File: config.mk
export PLATFORM = sky130hd
export DESIGN_NAME = chain_score_select_flat
export DESIGN_NICKNAME = d
export VERILOG_FILES = /design/src/rtl/chain_score_select_if.sv /design/src/rtl/chain_score_select.sv /design/src/flat_wrapper.sv
export SDC_FILE = /design/constraint.sdc
export NUM_CORES = 1
export LEC_CHECK = 0
export CAP_MARGIN = 20
export CORE_ASPECT_RATIO = 2
export CORE_MARGIN = 1.5
export CORE_UTILIZATION = 30
export DETAILED_ROUTE_END_ITERATION = 8
export HOLD_SLACK_MARGIN = 0.05
export PLACE_DENSITY = 0.59
export SLEW_MARGIN = 20
export SYNTH_ARGS = -nofsm -noshare
export SYNTH_HDL_FRONTEND = slang
export SYNTH_SLANG_ARGS = --single-unit
File: constraint.sdc
create_clock -name clk -period 7.5 [get_ports clk]
set_input_delay 1.5 -clock clk [delete_from_list [all_inputs] [get_ports clk]]
set_output_delay 1.5 -clock clk [all_outputs]
set_load 0.01 [all_outputs]
File: src/rtl/chain_score_select_if.sv
// Pair-score stream in, per-anchor chaining result out, plus the sticky overflow flag.
// Latency: none (signal bundle only).
// Backpressure: s_ready is driven by the stage; m_ready is driven by the result consumer.
//
// Ports:
//   s_*           pair-score beat from computeScore (valid/ready, s_last closes an anchor)
//   m_*           per-anchor result toward the f-buffer / backtrack writer (valid/ready)
//   err_overflow  sticky: an anchor carried more beats than the stage is sized for
interface chain_score_select_if #(
    parameter int DW = 32,
    parameter int IW = 16
);
    logic          s_valid;
    logic          s_ready;
    logic [DW-1:0] s_score;
    logic [DW-1:0] s_pred_f;
    logic [IW-1:0] s_pred_idx;
    logic          s_skip;
    logic          s_last;
    logic [DW-1:0] s_anchor_w;

    logic          m_valid;
    logic          m_ready;
    logic [DW-1:0] m_f;
    logic [IW-1:0] m_pred_idx;
    logic          m_pred_none;
    logic [IW-1:0] m_pred_cnt;

    logic          err_overflow;

    // Producer of beats / consumer of results (testbench or neighbouring stages).
    modport master (
        output s_valid, s_score, s_pred_f, s_pred_idx, s_skip, s_last, s_anchor_w,
        input  s_ready,
        input  m_valid, m_f, m_pred_idx, m_pred_none, m_pred_cnt,
        output m_ready,
        input  err_overflow
    );

    // The reduction stage itself.
    modport slave (
        input  s_valid, s_score, s_pred_f, s_pred_idx, s_skip, s_last, s_anchor_w,
        output s_ready,
        output m_valid, m_f, m_pred_idx, m_pred_none, m_pred_cnt,
        input  m_ready,
        output err_overflow
    );
endinterface

File: src/rtl/chain_score_select.sv
// Reduce one anchor's pair-score beats to f[i] = max(W_i, f[j]+score(j,i)) plus the winning j.
// Latency: m_valid rises the cycle after the s_last beat is accepted.
// Backpressure: s_ready drops while a result is held; one bubble per anchor, no overlap.
//
// Ports:
//   clk, reset   rising-edge clock, synchronous active-high reset
//   bus (slave)  s_* beat stream in, m_* result out, err_overflow sticky flag
module chain_score_select #(
    parameter int DW       = 32,
    parameter int IW       = 16,
    parameter int MAX_PRED = 64
) (
    input  logic                 clk,
    input  logic                 reset,
    chain_score_select_if.slave  bus
);

    typedef enum logic [1:0] {
        ST_IDLE   = 2'd0,
        ST_ACCUM  = 2'd1,
        ST_OUTPUT = 2'd2
    } state_t;

    // Beat counter only needs to reach MAX_PRED+1 (first illegal beat), then it parks.
    localparam int          BW        = $clog2(MAX_PRED + 2);
    localparam logic [BW-1:0] BEAT_MAX = BW'(MAX_PRED);
    localparam logic [BW-1:0] BEAT_SAT = BW'(MAX_PRED + 1);

    localparam logic [DW-1:0] S_MAX = {1'b0, {(DW-1){1'b1}}};
    localparam logic [DW-1:0] S_MIN = {1'b1, {(DW-1){1'b0}}};

    state_t        r_state;
    state_t        w_state_nxt;

    logic [DW-1:0] r_best;
    logic [IW-1:0] r_idx;
    logic          r_none;
    logic [IW-1:0] r_cnt;
    logic [BW-1:0] r_beats;
    logic          r_err;

    logic          w_s_ready;
    logic          w_m_valid;
    logic          w_acc;
    logic          w_first;

    logic [DW:0]   w_sum;
    logic [DW-1:0] w_cand;

    logic [DW-1:0] w_base_best;
    logic [IW-1:0] w_base_idx;
    logic          w_base_none;
    logic [IW-1:0] w_base_cnt;
    logic          w_better;

    logic [DW-1:0] w_best_nxt;
    logic [IW-1:0] w_idx_nxt;
    logic          w_none_nxt;
    logic [IW-1:0] w_cnt_nxt;
    logic [BW-1:0] w_beats_nxt;

    // ------------------------------------------------------------------
    // FSM: next state and handshake outputs
    // ------------------------------------------------------------------
    always_comb begin
        w_state_nxt = r_state;
        w_s_ready   = 1'b0;
        w_m_valid   = 1'b0;
        case (r_state)
            ST_IDLE: begin
                w_s_ready = 1'b1;
                if (bus.s_valid) begin
                    w_state_nxt = bus.s_last ? ST_OUTPUT : ST_ACCUM;
                end
            end
            ST_ACCUM: begin
                w_s_ready = 1'b1;
                if (bus.s_valid && bus.s_last) begin
                    w_state_nxt = ST_OUTPUT;
                end
            end
            ST_OUTPUT: begin
                w_m_valid = 1'b1;
                if (bus.m_ready) begin
                    w_state_nxt = ST_IDLE;
                end
            end
            default: begin
                w_state_nxt = ST_IDLE;
            end
        endcase
    end

    assign w_acc   = bus.s_valid && w_s_ready;
    assign w_first = (r_state == ST_IDLE);

    // ------------------------------------------------------------------
    // Candidate f[j]+score, one guard bit, clamped to the signed range.
    // Overflow shows up as the guard bit disagreeing with the sign bit.
    // ------------------------------------------------------------------
    assign w_sum = {bus.s_pred_f[DW-1], bus.s_pred_f} + {bus.s_score[DW-1], bus.s_score};

    always_comb begin
        w_cand = w_sum[DW-1:0];
        if (w_sum[DW] != w_sum[DW-1]) begin
            w_cand = w_sum[DW] ? S_MIN : S_MAX;
        end
    end

    // ------------------------------------------------------------------
    // Reduction. On the first beat the running state is replaced by the
    // anchor's own W_i before the beat is compared, so a single-beat anchor
    // still sees W_i as the incumbent.
    // ------------------------------------------------------------------
    always_comb begin
        w_base_best = w_first ? bus.s_anchor_w : r_best;
        w_base_idx  = w_first ? '0 : r_idx;
        w_base_none = w_first ? 1'b1 : r_none;
        w_base_cnt  = w_first ? '0 : r_cnt;

        // Strict compare: ties keep the earlier winner (or W_i).
        w_better = !bus.s_skip && ($signed(w_cand) > $signed(w_base_best));

        w_best_nxt = w_better ? w_cand : w_base_best;
        w_idx_nxt  = w_better ? bus.s_pred_idx : w_base_idx;
        w_none_nxt = w_better ? 1'b0 : w_base_none;

        w_cnt_nxt = w_base_cnt;
        if (!bus.s_skip && (w_base_cnt != {IW{1'b1}})) begin
            w_cnt_nxt = w_base_cnt + IW'(1);
        end

        // Skip beats count toward the overflow limit as well.
        if (w_first) begin
            w_beats_nxt = BW'(1);
        end else if (r_beats == BEAT_SAT) begin
            w_beats_nxt = r_beats;
        end else begin
            w_beats_nxt = r_beats + BW'(1);
        end
    end

    // ------------------------------------------------------------------
    // State
    // ------------------------------------------------------------------
    always_ff @(posedge clk) begin
        if (reset) begin
            r_state <= ST_IDLE;
            r_best  <= '0;
            r_idx   <= '0;
            r_none  <= 1'b1;
            r_cnt   <= '0;
            r_beats <= '0;
            r_err   <= 1'b0;
        end else begin
            r_state <= w_state_nxt;
            if (w_acc) begin
                r_best  <= w_best_nxt;
                r_idx   <= w_idx_nxt;
                r_none  <= w_none_nxt;
                r_cnt   <= w_cnt_nxt;
                r_beats <= w_beats_nxt;
                if (w_beats_nxt > BEAT_MAX) begin
                    r_err <= 1'b1;
                end
            end
        end
    end

    assign bus.s_ready      = w_s_ready;
    assign bus.m_valid      = w_m_valid;
    assign bus.m_f          = r_best;
    assign bus.m_pred_idx   = r_idx;
    assign bus.m_pred_none  = r_none;
    assign bus.m_pred_cnt   = r_cnt;
    assign bus.err_overflow = r_err;

endmodule

File: src/flat_wrapper.sv
// flat-port wrapper written by rule: the top's interface ports become plain ports
module chain_score_select_flat 
#(
    parameter int DW       = 32,
    parameter int IW       = 16,
    parameter int MAX_PRED = 64
)
  (clk, reset, bus_s_valid, bus_s_score, bus_s_pred_f, bus_s_pred_idx, bus_s_skip, bus_s_last, bus_s_anchor_w, bus_s_ready, bus_m_valid, bus_m_f, bus_m_pred_idx, bus_m_pred_none, bus_m_pred_cnt, bus_m_ready, bus_err_overflow);
  chain_score_select_if #(.DW(DW), .IW(IW)) bus_i ();
  input  logic clk;
  input  logic reset;
  input wire logic [$bits(bus_i.s_valid)-1:0] bus_s_valid;
  input wire logic [$bits(bus_i.s_score)-1:0] bus_s_score;
  input wire logic [$bits(bus_i.s_pred_f)-1:0] bus_s_pred_f;
  input wire logic [$bits(bus_i.s_pred_idx)-1:0] bus_s_pred_idx;
  input wire logic [$bits(bus_i.s_skip)-1:0] bus_s_skip;
  input wire logic [$bits(bus_i.s_last)-1:0] bus_s_last;
  input wire logic [$bits(bus_i.s_anchor_w)-1:0] bus_s_anchor_w;
  output wire logic [$bits(bus_i.s_ready)-1:0] bus_s_ready;
  output wire logic [$bits(bus_i.m_valid)-1:0] bus_m_valid;
  output wire logic [$bits(bus_i.m_f)-1:0] bus_m_f;
  output wire logic [$bits(bus_i.m_pred_idx)-1:0] bus_m_pred_idx;
  output wire logic [$bits(bus_i.m_pred_none)-1:0] bus_m_pred_none;
  output wire logic [$bits(bus_i.m_pred_cnt)-1:0] bus_m_pred_cnt;
  input wire logic [$bits(bus_i.m_ready)-1:0] bus_m_ready;
  output wire logic [$bits(bus_i.err_overflow)-1:0] bus_err_overflow;
  assign bus_i.s_valid = bus_s_valid;
  assign bus_i.s_score = bus_s_score;
  assign bus_i.s_pred_f = bus_s_pred_f;
  assign bus_i.s_pred_idx = bus_s_pred_idx;
  assign bus_i.s_skip = bus_s_skip;
  assign bus_i.s_last = bus_s_last;
  assign bus_i.s_anchor_w = bus_s_anchor_w;
  assign bus_s_ready = bus_i.s_ready;
  assign bus_m_valid = bus_i.m_valid;
  assign bus_m_f = bus_i.m_f;
  assign bus_m_pred_idx = bus_i.m_pred_idx;
  assign bus_m_pred_none = bus_i.m_pred_none;
  assign bus_m_pred_cnt = bus_i.m_pred_cnt;
  assign bus_i.m_ready = bus_m_ready;
  assign bus_err_overflow = bus_i.err_overflow;
  chain_score_select #(.DW(DW), .IW(IW), .MAX_PRED(MAX_PRED)) u_core (.clk(clk), .reset(reset), .bus(bus_i));
endmodule
==> impl_metrics.csv <==
group,metric,value,unit
timing,worstMarginPinSlew,0.8914,ns
logic_synthesis,yosys.area_share.adder,13.89,%
floorplanning,initial_utilization,30.39,%
global_routing,antenna_found_initial,0,
timing,hold_viol,0,
setup_path,worst-setup-path-type,"in2reg",
logic_synthesis,ys.flop_type,"dfxtp_1",
logic_synthesis,ys_warn_count,0,
timing,totalNegativeSetupSlack,0,ns
floorplanning,die_h,208.9,um
route,wirelength,21.76,mm
global_routing,grt_max_degree,50,
timing,min_period,6.941,ns
setup_path,cpPeakStageDelay,0.47,ns
floorplanning,die_w,105.9,um
logic_synthesis,ys_seq_area_share,23.61,%
logic_synthesis,synth_xor_area_share,5.785,%
cts,cts_buffers,9,
power_and_ir_drop,p_total,1.999,mW
setup_path,worstPathArrival,7.19,ns
cells_and_area,final_util,43.80,%
logic_synthesis,synth_edf_count,0,
cts,clock_path_buffers,2,
route,ant_nets,0,
timing,clock.fmax,144.1,MHz
cells_and_area,multi_input_area,4662,um^2
cells_and_area,final_nets,1213,
logic_synthesis,synth_area_leaders,"dfxtp_1 (24%), ha_1 (14%), a21oi_1 (6.4%), o21ai_0 (5.1%), mux2i_1 (5.0%)",
logic_synthesis,synthCells,820,
route,via_per_inst,5.268,
floorplanning,io_pins,186,
power_and_ir_drop,p_leak,3.807,nW
placement,hpwl,17.40,mm
cts,cts_tree,"built",
route,drtPass1Iterations,4,
floorplanning,core_area,20930,um^2
setup_path,crit_top_cell,"buf_4",
placement,place_congestion,0.9482,
cells_and_area,fill_cells,2149,
route,drc,0,
power_and_ir_drop,p_per_area,218.1,nW/um^2
logic_synthesis,synthTopCellsByCount,"a21oi_1 (81), dfxtp_1 (75), ha_1 (69)",
route,drtIter0Drc,257,
cells_and_area,final_cell_count_no_fill,1299,
global_routing,track_usage,19.72,%
logic_synthesis,synth_most_common_cell,"a21oi_1",
logic_synthesis,synth_mux_area_share,5.214,%
cts,path_clk_slew,0.06,ns
timing,skew,0.009833,ns
timing,slew_violations,0,
setup_path,end_kind,"flip-flop",
run_status,outcome,"finished, final reports clean",
cts,cts_num_sinks,75,
min_path,holdCritPathClass,"reg2reg",
global_routing,grt_pass1_vias,6896,
cts,h-tree-depth,3,
power_and_ir_drop,irDropWorstVdd,0.0001247,V
timing,grt_setup_unrepaired,"no",
logic_synthesis,synthDistinctLibCells,66,
cells_and_area,register_area,1501,um^2
setup_path,worstPathRequired,7.75,ns
placement,io_buffers,185,
setup_path,crit_slowest_cell,"clkdlybuf4s50_1",
logic_synthesis,ys_seq_elements,75,
cells_and_area,n_antenna_cell,0,
route,vias,6843,
logic_synthesis,synth-simple-area-share,23.40,%
cells_and_area,drive_gt1_share,9.126,%
timing,setup_viol,0,
floorplanning,rows,75,
route,wl_per_cell,16.75,um
timing,period_share,92.54,%
logic_synthesis,yosys.area.top_type_share,23.61,%
setup_path,crit_buf_inv,9,
logic_synthesis,syn-num-nets,1008,
logic_synthesis,syn_area_per_cell,7.754,um^2
logic_synthesis,synth-async-reset-ratio,0,%
cts,cts_setup_buffers,0,
cts,hold_buffers,0,
cts,post_cts_resized,0,
global_routing,grt_pass1_wl,34.62,mm
timing,slew_headroom,40.21,%
cts,cts_root_buffer,"clkbuf_16",
placement,dp_cells,1282,
setup_path,cp_max_fo,32,
setup_path,critPathTopFamily,"buffers and inverters",
logic_synthesis,synth_top_family_by_area,"compound AO/OA/AOI/OAI gates",
cts,insertion_delay,0.34,ns
logic_synthesis,synth_area,6359,um^2
cells_and_area,layout-area-overhead-vs-synth,44.14,%
logic_synthesis,synth_area_leader_cell,"dfxtp_1",
logic_synthesis,synth_compound_area_share,24.16,%
global_routing,gr-total-overflow,0,
job,cap_viol_max_count,0,
floorplanning,dieArea,22130,um^2
setup_path,cp-start-kind,"input pin",
## per-layer routing
metal	track usage (%)	wire, um	vias to the layer above
li1	-	-	3432
met1	20.10	8212	3181
met2	38.67	11930	171
met3	1.934	602	59
met4	9.879	1017	0
met5	0	0	-
## worst register-to-register path, cell delays in order (launching register included)
cell and delay [ns]:
dfxtp_1 0.45, nor2_4 0.15, buf_4 0.53, mux2i_1 0.48
ha_1 0.32, a21o_1 0.18, a21o_1 0.17, a21oi_1 0.15
o211ai_1 0.15, a21oi_2 0.26, mux2i_4 0.30, buf_4 0.18
nand3_1 0.12, o21ba_2 0.27, nor3_1 0.04
## report_power, final
| group | switching (mW) | internal (mW) | total [mW] |
|---|---|---|---|
| Combinational | 0.560 | 0.499 | 1.06 |
| Sequential | 0.0404 | 0.445 | 0.486 |
| Clock | 0.169 | 0.286 | 0.454 |
## cell type report
class	count	share of cell area, %
clock inverters	1	0.3276
inverters	20	0.8191
flip-flops and latches	75	16.38
well taps	269	3.672
repair buffers	237	24.90
multi-input cells	682	50.87
clock buffers	15	3.031
## cells in the final DEF (no fill, tap or decap), drive strengths merged, types with 20 or more instances in the layout
cell	synthesis	final
a21oi	81	81
buf	17	53
clkdlybuf4s50	0	184
dfxtp	75	75
ha	69	69
mux2i	32	32
nand2	62	62
nand3	62	62
nor2	60	60
nor3	20	20
o21ai	68	68
xnor2	23	23
## flip-flops by register name (all words and copies together) (netlist names)
signal,count
u_core.bus.m_pred_idx,16
u_core.bus.err_overflow,1
u_core.bus.m_pred_cnt,16
u_core.bus.m_f,32
u_core.bus.m_pred_none,1
u_core.r_state,2
u_core.r_beats,7
## through the flow
stage	area (um^2)	setup slack, ns	hold WS (ns)
global placement	8815	0.1134	0.4526
CTS	9123	0.3800	0.4663
global route	9165	0.04806	0.4895
floorplan	6359	0.8246	0.4689
detailed placement	8815	0.03283	0.4585
finish	9165	0.5593	0.4639
## cell families (layout without fill, tap and decap cells)
kind of cell | Yosys count | count (layout)
flops | 75 | 75
xor+xnor | 42 | 42
buf+inv | 63 | 273
compound gates | 245 | 245
fa+ha+maj | 70 | 70
simple gates | 292 | 292
mux | 33 | 33
## final timing paths
check	from	end	slack (ns)	cells past startpoint
setup / recovery	bus_s_pred_f[0]	u_core.bus.m_f[25]	0.56	30
setup reg to reg	u_core.r_state[1]	u_core.bus.m_f[26]	3.60	14
hold / removal	u_core.bus.m_pred_idx[11]	u_core.bus.m_pred_idx[11]	0.46	2
hold reg to reg	u_core.bus.m_pred_idx[11]	u_core.bus.m_pred_idx[11]	0.46	2
Note: power is estimated with default switching activity, not from simulation.
